File: src/rtl/chimera_cfg_sequencer.sv
// chimera_cfg_sequencer: staged power-up sequencer for Chimera cluster configurations.
// A valid/ready request selects a per-configuration cluster mask. Each enabled cluster,
// lowest index first, gets its clock ungated and then its reset released StaggerCycles
// later. The next cluster is ungated one cycle after that release. A one-cycle done_o
// pulse ends the sequence 1 + n*(StaggerCycles+1) cycles after accept.
// Backpressure: req_ready_o is high only while idle. Every output is registered.
// Optional feature: define CHIMERA_CFG_SEQ_ABORT_EN to add abort_i. While a sequence is
// running, abort_i puts every cluster back into reset and gating, sets err_o and
// suppresses done_o.
module chimera_cfg_sequencer #(
  parameter int NumConfigs    = 4,
  parameter int NumClusters   = 5,
  parameter int StaggerCycles = 4,
  parameter int IdxWidth      = (NumConfigs > 1) ? $clog2(NumConfigs) : 1
) (
  input  logic                              clk_i,
  input  logic                              rst_i,
  input  logic                              req_valid_i,
  output logic                              req_ready_o,
  input  logic [IdxWidth-1:0]               req_idx_i,
  input  logic [NumConfigs*NumClusters-1:0] cfg_masks_i,
  output logic [NumClusters-1:0]            cluster_clk_en_o,
  output logic [NumClusters-1:0]            cluster_rst_o,
  output logic [IdxWidth-1:0]               active_idx_o,
  output logic                              busy_o,
  output logic                              done_o,
  output logic                              err_o
`ifdef CHIMERA_CFG_SEQ_ABORT_EN
  ,
  input  logic                              abort_i
`endif
);

  // ptr must be able to hold NumClusters itself: that value means "past the last cluster".
  localparam int PtrW = $clog2(NumClusters + 1);
  localparam int CntW = (StaggerCycles > 1) ? $clog2(StaggerCycles) : 1;
  localparam logic [CntW-1:0] CntLast = CntW'(StaggerCycles - 1);

  typedef enum logic [1:0] {IDLE, SCAN, HOLD} state_e;

  state_e                 state_q, state_d;
  logic [NumClusters-1:0] mask_q, mask_d;
  logic [PtrW-1:0]        ptr_q, ptr_d;
  logic [PtrW-1:0]        cur_q, cur_d;
  logic [CntW-1:0]        cnt_q, cnt_d;
  logic [NumClusters-1:0] clk_en_q, clk_en_d;
  logic [NumClusters-1:0] crst_q, crst_d;
  logic [IdxWidth-1:0]    idx_q, idx_d;
  logic                   ready_q, ready_d;
  logic                   busy_q, busy_d;
  logic                   done_q, done_d;
  logic                   err_q, err_d;

  logic                   accept;
  logic                   idx_ok;
  logic [NumClusters-1:0] sel_mask;
  logic                   found;
  logic [PtrW-1:0]        found_k;
  logic                   cnt_last;
  logic                   abort_act;

  assign accept   = req_valid_i && ready_q;
  assign cnt_last = (cnt_q == CntLast);

`ifdef CHIMERA_CFG_SEQ_ABORT_EN
  assign abort_act = abort_i && (state_q != IDLE);
`else
  assign abort_act = 1'b0;
`endif

  // Look up the requested configuration's mask. An index that matches no configuration is invalid.
  always_comb begin
    idx_ok   = 1'b0;
    sel_mask = '0;
    for (int c = 0; c < NumConfigs; c++) begin
      if (req_idx_i == IdxWidth'(c)) begin
        idx_ok   = 1'b1;
        sel_mask = cfg_masks_i[c*NumClusters +: NumClusters];
      end
    end
  end

  // Find the lowest set mask bit at or above ptr. The downward loop lets the lowest match win.
  always_comb begin
    found   = 1'b0;
    found_k = '0;
    for (int i = NumClusters - 1; i >= 0; i--) begin
      if (mask_q[i] && (PtrW'(i) >= ptr_q)) begin
        found   = 1'b1;
        found_k = PtrW'(i);
      end
    end
  end

  // Register all state. A synchronous reset overrides both abort and accept.
  always_ff @(posedge clk_i) begin
    if (rst_i) begin
      state_q  <= IDLE;
      mask_q   <= '0;
      ptr_q    <= '0;
      cur_q    <= '0;
      cnt_q    <= '0;
      clk_en_q <= '0;
      crst_q   <= '1;
      idx_q    <= '0;
      ready_q  <= 1'b1;
      busy_q   <= 1'b0;
      done_q   <= 1'b0;
      err_q    <= 1'b0;
    end else begin
      state_q  <= state_d;
      mask_q   <= mask_d;
      ptr_q    <= ptr_d;
      cur_q    <= cur_d;
      cnt_q    <= cnt_d;
      clk_en_q <= clk_en_d;
      crst_q   <= crst_d;
      idx_q    <= idx_d;
      ready_q  <= ready_d;
      busy_q   <= busy_d;
      done_q   <= done_d;
      err_q    <= err_d;
    end
  end

  // Next-state logic: IDLE -> SCAN on a valid accept, SCAN -> HOLD per cluster, HOLD -> SCAN after the stagger.
  always_comb begin
    state_d = state_q;
    case (state_q)
      IDLE:    if (accept && idx_ok) state_d = SCAN;
      SCAN:    state_d = found ? HOLD : IDLE;
      HOLD:    if (cnt_last) state_d = SCAN;
      default: state_d = IDLE;
    endcase
    if (abort_act) state_d = IDLE;
  end

  // Next values for the datapath and the registered outputs, based on the current state.
  always_comb begin
    mask_d   = mask_q;
    ptr_d    = ptr_q;
    cur_d    = cur_q;
    cnt_d    = cnt_q;
    clk_en_d = clk_en_q;
    crst_d   = crst_q;
    idx_d    = idx_q;
    err_d    = err_q;
    done_d   = 1'b0;
    case (state_q)
      IDLE: begin
        if (accept) begin
          if (idx_ok) begin
            mask_d   = sel_mask;
            idx_d    = req_idx_i;
            crst_d   = '1;
            clk_en_d = '0;
            err_d    = 1'b0;
            ptr_d    = '0;
          end else begin
            err_d = 1'b1;
          end
        end
      end
      SCAN: begin
        if (found) begin
          for (int i = 0; i < NumClusters; i++) begin
            if (PtrW'(i) == found_k) clk_en_d[i] = 1'b1;
          end
          cur_d = found_k;
          cnt_d = '0;
        end else begin
          done_d = 1'b1;
        end
      end
      HOLD: begin
        cnt_d = cnt_q + CntW'(1);
        if (cnt_last) begin
          for (int i = 0; i < NumClusters; i++) begin
            if (PtrW'(i) == cur_q) crst_d[i] = 1'b0;
          end
          ptr_d = cur_q + PtrW'(1);
        end
      end
      default: ;
    endcase
    if (abort_act) begin
      crst_d   = '1;
      clk_en_d = '0;
      err_d    = 1'b1;
      done_d   = 1'b0;
    end
    ready_d = (state_d == IDLE);
    busy_d  = (state_d != IDLE);
  end

  assign req_ready_o      = ready_q;
  assign busy_o           = busy_q;
  assign done_o           = done_q;
  assign err_o            = err_q;
  assign cluster_clk_en_o = clk_en_q;
  assign cluster_rst_o    = crst_q;
  assign active_idx_o     = idx_q;

endmodule

File: config.mk
export PLATFORM = sky130hd
export DESIGN_NAME = chimera_cfg_sequencer
export DESIGN_NICKNAME = d
export VERILOG_FILES = /design/src/rtl/chimera_cfg_sequencer.sv
export SDC_FILE = /design/constraint.sdc
export NUM_CORES = 1
export LEC_CHECK = 0
export CAP_MARGIN = 20
export CORE_ASPECT_RATIO = 0.5
export CORE_MARGIN = 4
export CORE_UTILIZATION = 50
export CTS_CLUSTER_SIZE = 10
export DETAILED_ROUTE_END_ITERATION = 10
export PLACE_DENSITY = 0.85
export SLEW_MARGIN = 0
export SYNTH_ARGS = -nofsm -noshare
export SYNTH_HDL_FRONTEND = slang
export SYNTH_SLANG_ARGS = --single-unit
File: constraint.sdc
create_clock -name clk_i -period 3.8 [get_ports clk_i]
set_input_delay 0.57 -clock clk_i [delete_from_list [all_inputs] [get_ports clk_i]]
set_output_delay 0.57 -clock clk_i [all_outputs]
set_load 0.05 [all_outputs]
Word-level counts from Yosys, hierarchy flattened
Index checks and enable logic that the tools add are counted.
{ "op_classes": {"add_sub_neg": 2, "order_cmp": 5, "n_eq_ne": 28, "n_mux": 48, "bitwise": 1, "reduce_logical": 32} }
{ "ops": {"columns": ["operator", "n"], "rows": [
  ["$mux 5", 10],
  ["$reduce_and 5->1", 10],
  ["$ne 2x2->1 const B", 14],
  ["$mux 3", 8],
  ["$mux 1", 21],
  ["$pmux 5 s2", 2],
  ["$eq 2x3->1 const A", 4],
  ["$eq 2x2->1 const B", 4],
  ["$mux 2", 4],
  ["$reduce_bool 2->1", 4],
  ["$logic_and 1x1->1", 7],
  ["$eq 1x3->1 const A", 2],
  ["$eq 3x3->1 const A", 2],
  ["$ge 1x3->1 const A", 2],
  ["$ge 2x3->1 const A", 2],
  ["$logic_not 2->1", 3],
  ["$logic_not 3->1", 2],
  ["$pmux 2 s3", 1],
  ["$pmux 3 s2", 1],
  ["$reduce_and 2->1", 3],
  ["$eq 2x1->1 const B", 2],
  ["$pmux 2 s2", 1],
  ["$reduce_and 4->1", 1],
  ["$add 3x1->3 const B", 1],
  ["5 further kinds", 5]
]} }
{ "word_totals": {"register_bits": 31, "input_bits": 25, "output_inout_bits": 16, "wordCells": 136} }

Longest topological paths before layout
{ "depth": {"depth_word": 11, "ltp_mapped": 5, "ltp_nobuf": 5} }

Worst setup path before layout
No wires, ideal clock.
{ "synth_timing": {"path_type": "register to register", "start": "reg ready_q (netlist: req_ready_o)", "end": "reg clk_en_q[1] (netlist: cluster_clk_en_o[1])", "setup_time_ns": 0.128, "t_arrival_ns": 1.481, "t_required_ns": 3.672, "slack_ns": 2.192, "path_stages_with_launch": 6, "n_path_buf": 1, "period_less_slack_ns": 1.608, "cell_sequence": "dfxtp_1 -> nand2_1 -> or3_1 -> clkbuf_1 -> a22oi_1 -> nor2_1"} }
{ "synth_via": {"elab_chain_cells": 3} }
{ "synth_lines": {"columns": ["element", "line", "source"], "rows": [
  ["from (decl)", "49", "logic ready_q, ready_d;"],
  ["from (signal assigned)", "119", "ready_q <= ready_d;"],
  ["$logic_and 1x1->1", "62", "assign accept = req_valid_i && ready_q;"],
  ["$ne 2x2->1 (no source line)", null, null],
  ["$reduce_and 5->1 (no source line)", null, null],
  ["to (signal assigned)", "116", "clk_en_q <= clk_en_d;"],
  ["to (decl)", "46", "logic [NumClusters-1:0] clk_en_q, clk_en_d;"]
]} }
Every way passes these cells.
A chain may end at the register's enable or synchronous reset.

Final worst setup path
{ "layout_timing": {"start": "reg ready_q (netlist: req_ready_o)", "end": "out req_ready_o"} }
{ "layout_rtl": {"columns": ["element", "line", "source"], "rows": [
  ["to (decl)", "19", "output logic req_ready_o,"]
]} }
No word-level cell between the ends.

==> results.md <==
- The flow ran to the end, and the final reports show no timing, DRC or antenna violations.
- For this design the ratio of total power to cell area is 415 nW/um^2.
- The total negative setup slack is 0 ns.
- The congestion estimate from routability-driven global placement came to 0.922.
- After global routing the overflow that remains totals 0.
- The clock-pin slew of the registers on the worst-case setup and hold paths is 0.06 ns.
- TritonCTS built the clock tree.
- Entering global routing, the biggest net connects 20 pins.
- After clock tree synthesis, the flow added hold-fix buffers numbering 0.
- Data on the critical path arrives at its endpoint at 1.47 ns.
- Setup repair after global routing left no endpoint under its margin.
- The initial utilization of the core area, before any placement, comes to 0.535.
- The number of cells on the worst hold path is 2.
- The root cell of the clock tree is sky130_fd_sc_hd__clkbuf_8.
- The number of core rows is 13.
- The clock skew is 0.00470 ns.
- The end of the worst register-to-register path is cluster_clk_en_o[4].
- In the synthesized netlist the dominant register cell turns out to be sky130_fd_sc_hd__dfxtp_1.
- The largest family of logic cells by synthesized area is simple AND/OR/NAND/NOR gates.
- After detailed placement, the total cell area comes to 1840 sq um.
- The die outline area is 3800 sq um.
- The DRC violation count after routing is 0.
- The net count reported at finish is 229.
- The via count of the routed design is 1294.
- The most critical setup path has its startpoint at req_ready_o.
- The number of clock buffers added by TritonCTS is 5.
- The final design area excluding fillers is 1920 sq um.
- Relative to the synthesized area, the layout overhead comes to 35.6%.
- The number of H-tree levels is 2.
- The worst reg2reg path depth is 4.
- For this run, the slowest stage of the critical path takes 0.82 ns.
- The minimum clock period is 2.04 ns.
- The antenna cell count is 0.
- The cell with the biggest individual delay on the critical path is sky130_fd_sc_hd__clkdlybuf4s50_1.
- Of the cells placed in the final design, the portion with a size suffix greater than 1 is 0.0603.
- Post-CTS timing repair inserted 0 buffers for setup.
- The fmax is 490 MHz.
- The final wirelength is 3170 microns.
- The launch instance of the worst min-delay path is cluster_clk_en_o[4].
- For this run, the number of Yosys warnings is 0.
- The number of synthesized flops with an enable pin is 0.
- The part of the cycle the worst path needs is 0.537.
- The simple-gate share of the synthesized area is 0.192.
- The number of endpoints with negative hold slack in the final report is 0.
- VDD sags by at most 0.000225 V.
- The via density per instance is 5.48.
- The synthesized netlist occupies a cell area of 1420 sq um.
- The number of library cell types mapped by synthesis is 38.
- The worst path buffer plus inverter count is 1.
- The number of synthesized register bits is 31.
- The critical path capture point type is an output port.
- For flop-to-flop paths, the worst setup slack is 2.02 ns.
- Setup violations remaining at the end of the flow were counted as 0.
- The path class of the tightest hold or removal check is reg2reg.
- The remaining number of nets flagged by the antenna check after routing is 0.
- The worst hold path terminates at cluster_clk_en_o[4].
- Measured against the total synthesized area, the mux share comes to 0.0865.
- Across every metal layer, demand over resource in global routing totals 0.181.
- The maximum buffer depth of the clock tree is 2.
- The relative slew slack is 0.396.
- Counting every net in the synthesized netlist gives 187.
- In this run the horizontal extent of the chip is 83.3 microns.
- Counting every sink on the clock net gives 31.
- The number of buffer cells added on primary ports is 40.
- Counting flops with an async set or reset pin after synthesis yields a share of 0.
- In the final routed layout, each cell accounts on average for 13.4 microns.
- Final hold analysis gives a worst-case slack of 0.443 ns.
- The number of antenna violations at the first check in global routing is 0.
- The max capacitance violation total is 0.
- The number of pins exceeding their max-slew limit in the final report came to 0.
- For this block, the initial DRC count from the detailed router was 88.
- In this design, the largest share of critical-path delay is due to buffers and inverters.
- The static leakage is 0.722 nW.
- The average cell area after synthesis is 9.09 sq um.
- In this run the worst path has a maximum fanout of 4.
- The HPWL after detailed placement is 2370 microns.
- Traced cell by cell, the critical path runs through clkdlybuf4s50_1.
- The die is 45.7 microns tall.
- The core region is 2650 sq um.
- The clock latency on the worst-skew pair is 0.28 ns.
- The required time at the worst-slack endpoint is 3.23 ns.
- The post-cts sizing count is 0.
- The slew of the pin with the lowest slew margin is 0.898 ns.
- The cell count after synthesis came out at 156.
- The xor and xnor area share after synthesis is 0.00618.
- The first-pass detailed-route iteration total is 6.
- The complex-gate fraction of the synthesized area is 0.190.
- Of the synthesized area, sequential elements account for 0.438.
- The first global-routing pass estimated 5140 microns of wire.
- The adder and majority gate portion of the synthesized area is 0.0530.
- The layout has 208 filler cells.
- The number of global-route vias before repair is 1139.
- The kind of critical path is reg2out.
- The total I/O pin count is 41.
- The worst register-to-register path begins at state_q[0].
- STA classifies the critical path startpoint as a flop.
==> worst max-delay path by stage <==
stage                                     end  cells after the start
after floorplan           cluster_clk_en_o[1]                      5
after global placement       cluster_rst_o[4]                      5
after detailed placement     cluster_rst_o[4]                      5
after CTS                         req_ready_o                      1
after global routing         cluster_rst_o[2]                      5
final                             req_ready_o                      1
==> routing by layer <==
layer	wire, microns	up-vias	track usage
met4	57	0	0.0782
met1	1470	590	0.231
met2	1340	60	0.271
met3	308	6	0.0812
met5	0	-	0
li1	-	638	-
==> kinds of logic after synthesis <==
family / Yosys count
DFF: 31
AOI/OAI and AO/OA: 42
muxes: 6
xor gates and xnor gates: 1
buffers and inverters: 12
adders and majority gates: 6
and+or+nand+nor: 58
==> state kept, by name, summed over array words and instances, names as in the netlist <==
| name | count |
|---|---|
| active_idx_o | 2 |
| busy_o | 1 |
| cluster_clk_en_o | 5 |
| cluster_rst_o | 5 |
| cnt_q | 2 |
| cur_q | 3 |
| done_o | 1 |
| err_o | 1 |
| mask_q | 5 |
| ptr_q | 3 |
| req_ready_o | 1 |
| state_q | 2 |
==> area by class of cell <==
cell class / instances / area [sq um] / share of cell area
clock buffer: 7 / 76.3 / 0.0397
clock inverter: 1 / 5.00 / 0.00260
inverter: 7 / 26.3 / 0.0137
multi-input combinational: 113 / 747 / 0.389
sequential: 31 / 621 / 0.323
tap: 37 / 46.3 / 0.0241
timing repair buffer: 40 / 400 / 0.208
==> power breakdown <==
group	internal [mW]	leakage (nW)	switching, mW
clock network	0.128	0.0422	0.117
registers	0.346	0.253	0.0165
logic	0.0814	0.427	0.108
==> per-stage QoR <==
step / power [mW] / utilization / setup WS [ns] / std cells
2_1_floorplan: 0.491 / - / 2.19 / 156
3_3_place_gp: 0.554 / 0.694 / 1.63 / 228
3_5_place_dp: 0.558 / 0.694 / 1.59 / 228
4_1_cts: 0.801 / 0.725 / 1.75 / 236
5_1_grt: 0.838 / 0.725 / 1.68 / 236
6_report: 0.797 / 0.725 / 1.76 / 236
==> Yosys cell counts (2+ instances only) <==
library cell                number  share of area
sky130_fd_sc_hd__a21oi_1        15          0.053
sky130_fd_sc_hd__a2bb2oi_1       2          0.012
sky130_fd_sc_hd__and3_1          2         0.0088
sky130_fd_sc_hd__clkbuf_1        3         0.0079
sky130_fd_sc_hd__dfxtp_1        31           0.44
sky130_fd_sc_hd__ha_1            6          0.053
sky130_fd_sc_hd__inv_1           7          0.019
sky130_fd_sc_hd__mux4_2          5          0.079
sky130_fd_sc_hd__nand2_1        23          0.061
sky130_fd_sc_hd__nand2b_1        4          0.018
sky130_fd_sc_hd__nand3_1         3          0.011
sky130_fd_sc_hd__nor2_1         12          0.032
sky130_fd_sc_hd__nor2b_1         2         0.0088
sky130_fd_sc_hd__nor3_1          5          0.018
sky130_fd_sc_hd__o211ai_1        2          0.011
sky130_fd_sc_hd__o21a_1          4          0.021
sky130_fd_sc_hd__o21ai_0         8          0.028
sky130_fd_sc_hd__or3_1           2         0.0088
==> layout by cell type (no fill, tap or decap), types with 6 or more instances in the layout <==
cell	instances
sky130_fd_sc_hd__inv_1	7
sky130_fd_sc_hd__nor2_1	12
sky130_fd_sc_hd__o21ai_0	8
sky130_fd_sc_hd__a21oi_1	15
sky130_fd_sc_hd__ha_1	6
sky130_fd_sc_hd__dfxtp_1	31
sky130_fd_sc_hd__clkdlybuf4s50_1	40
sky130_fd_sc_hd__nand2_1	23
Note: power is estimated with default switching activity, not from simulation.
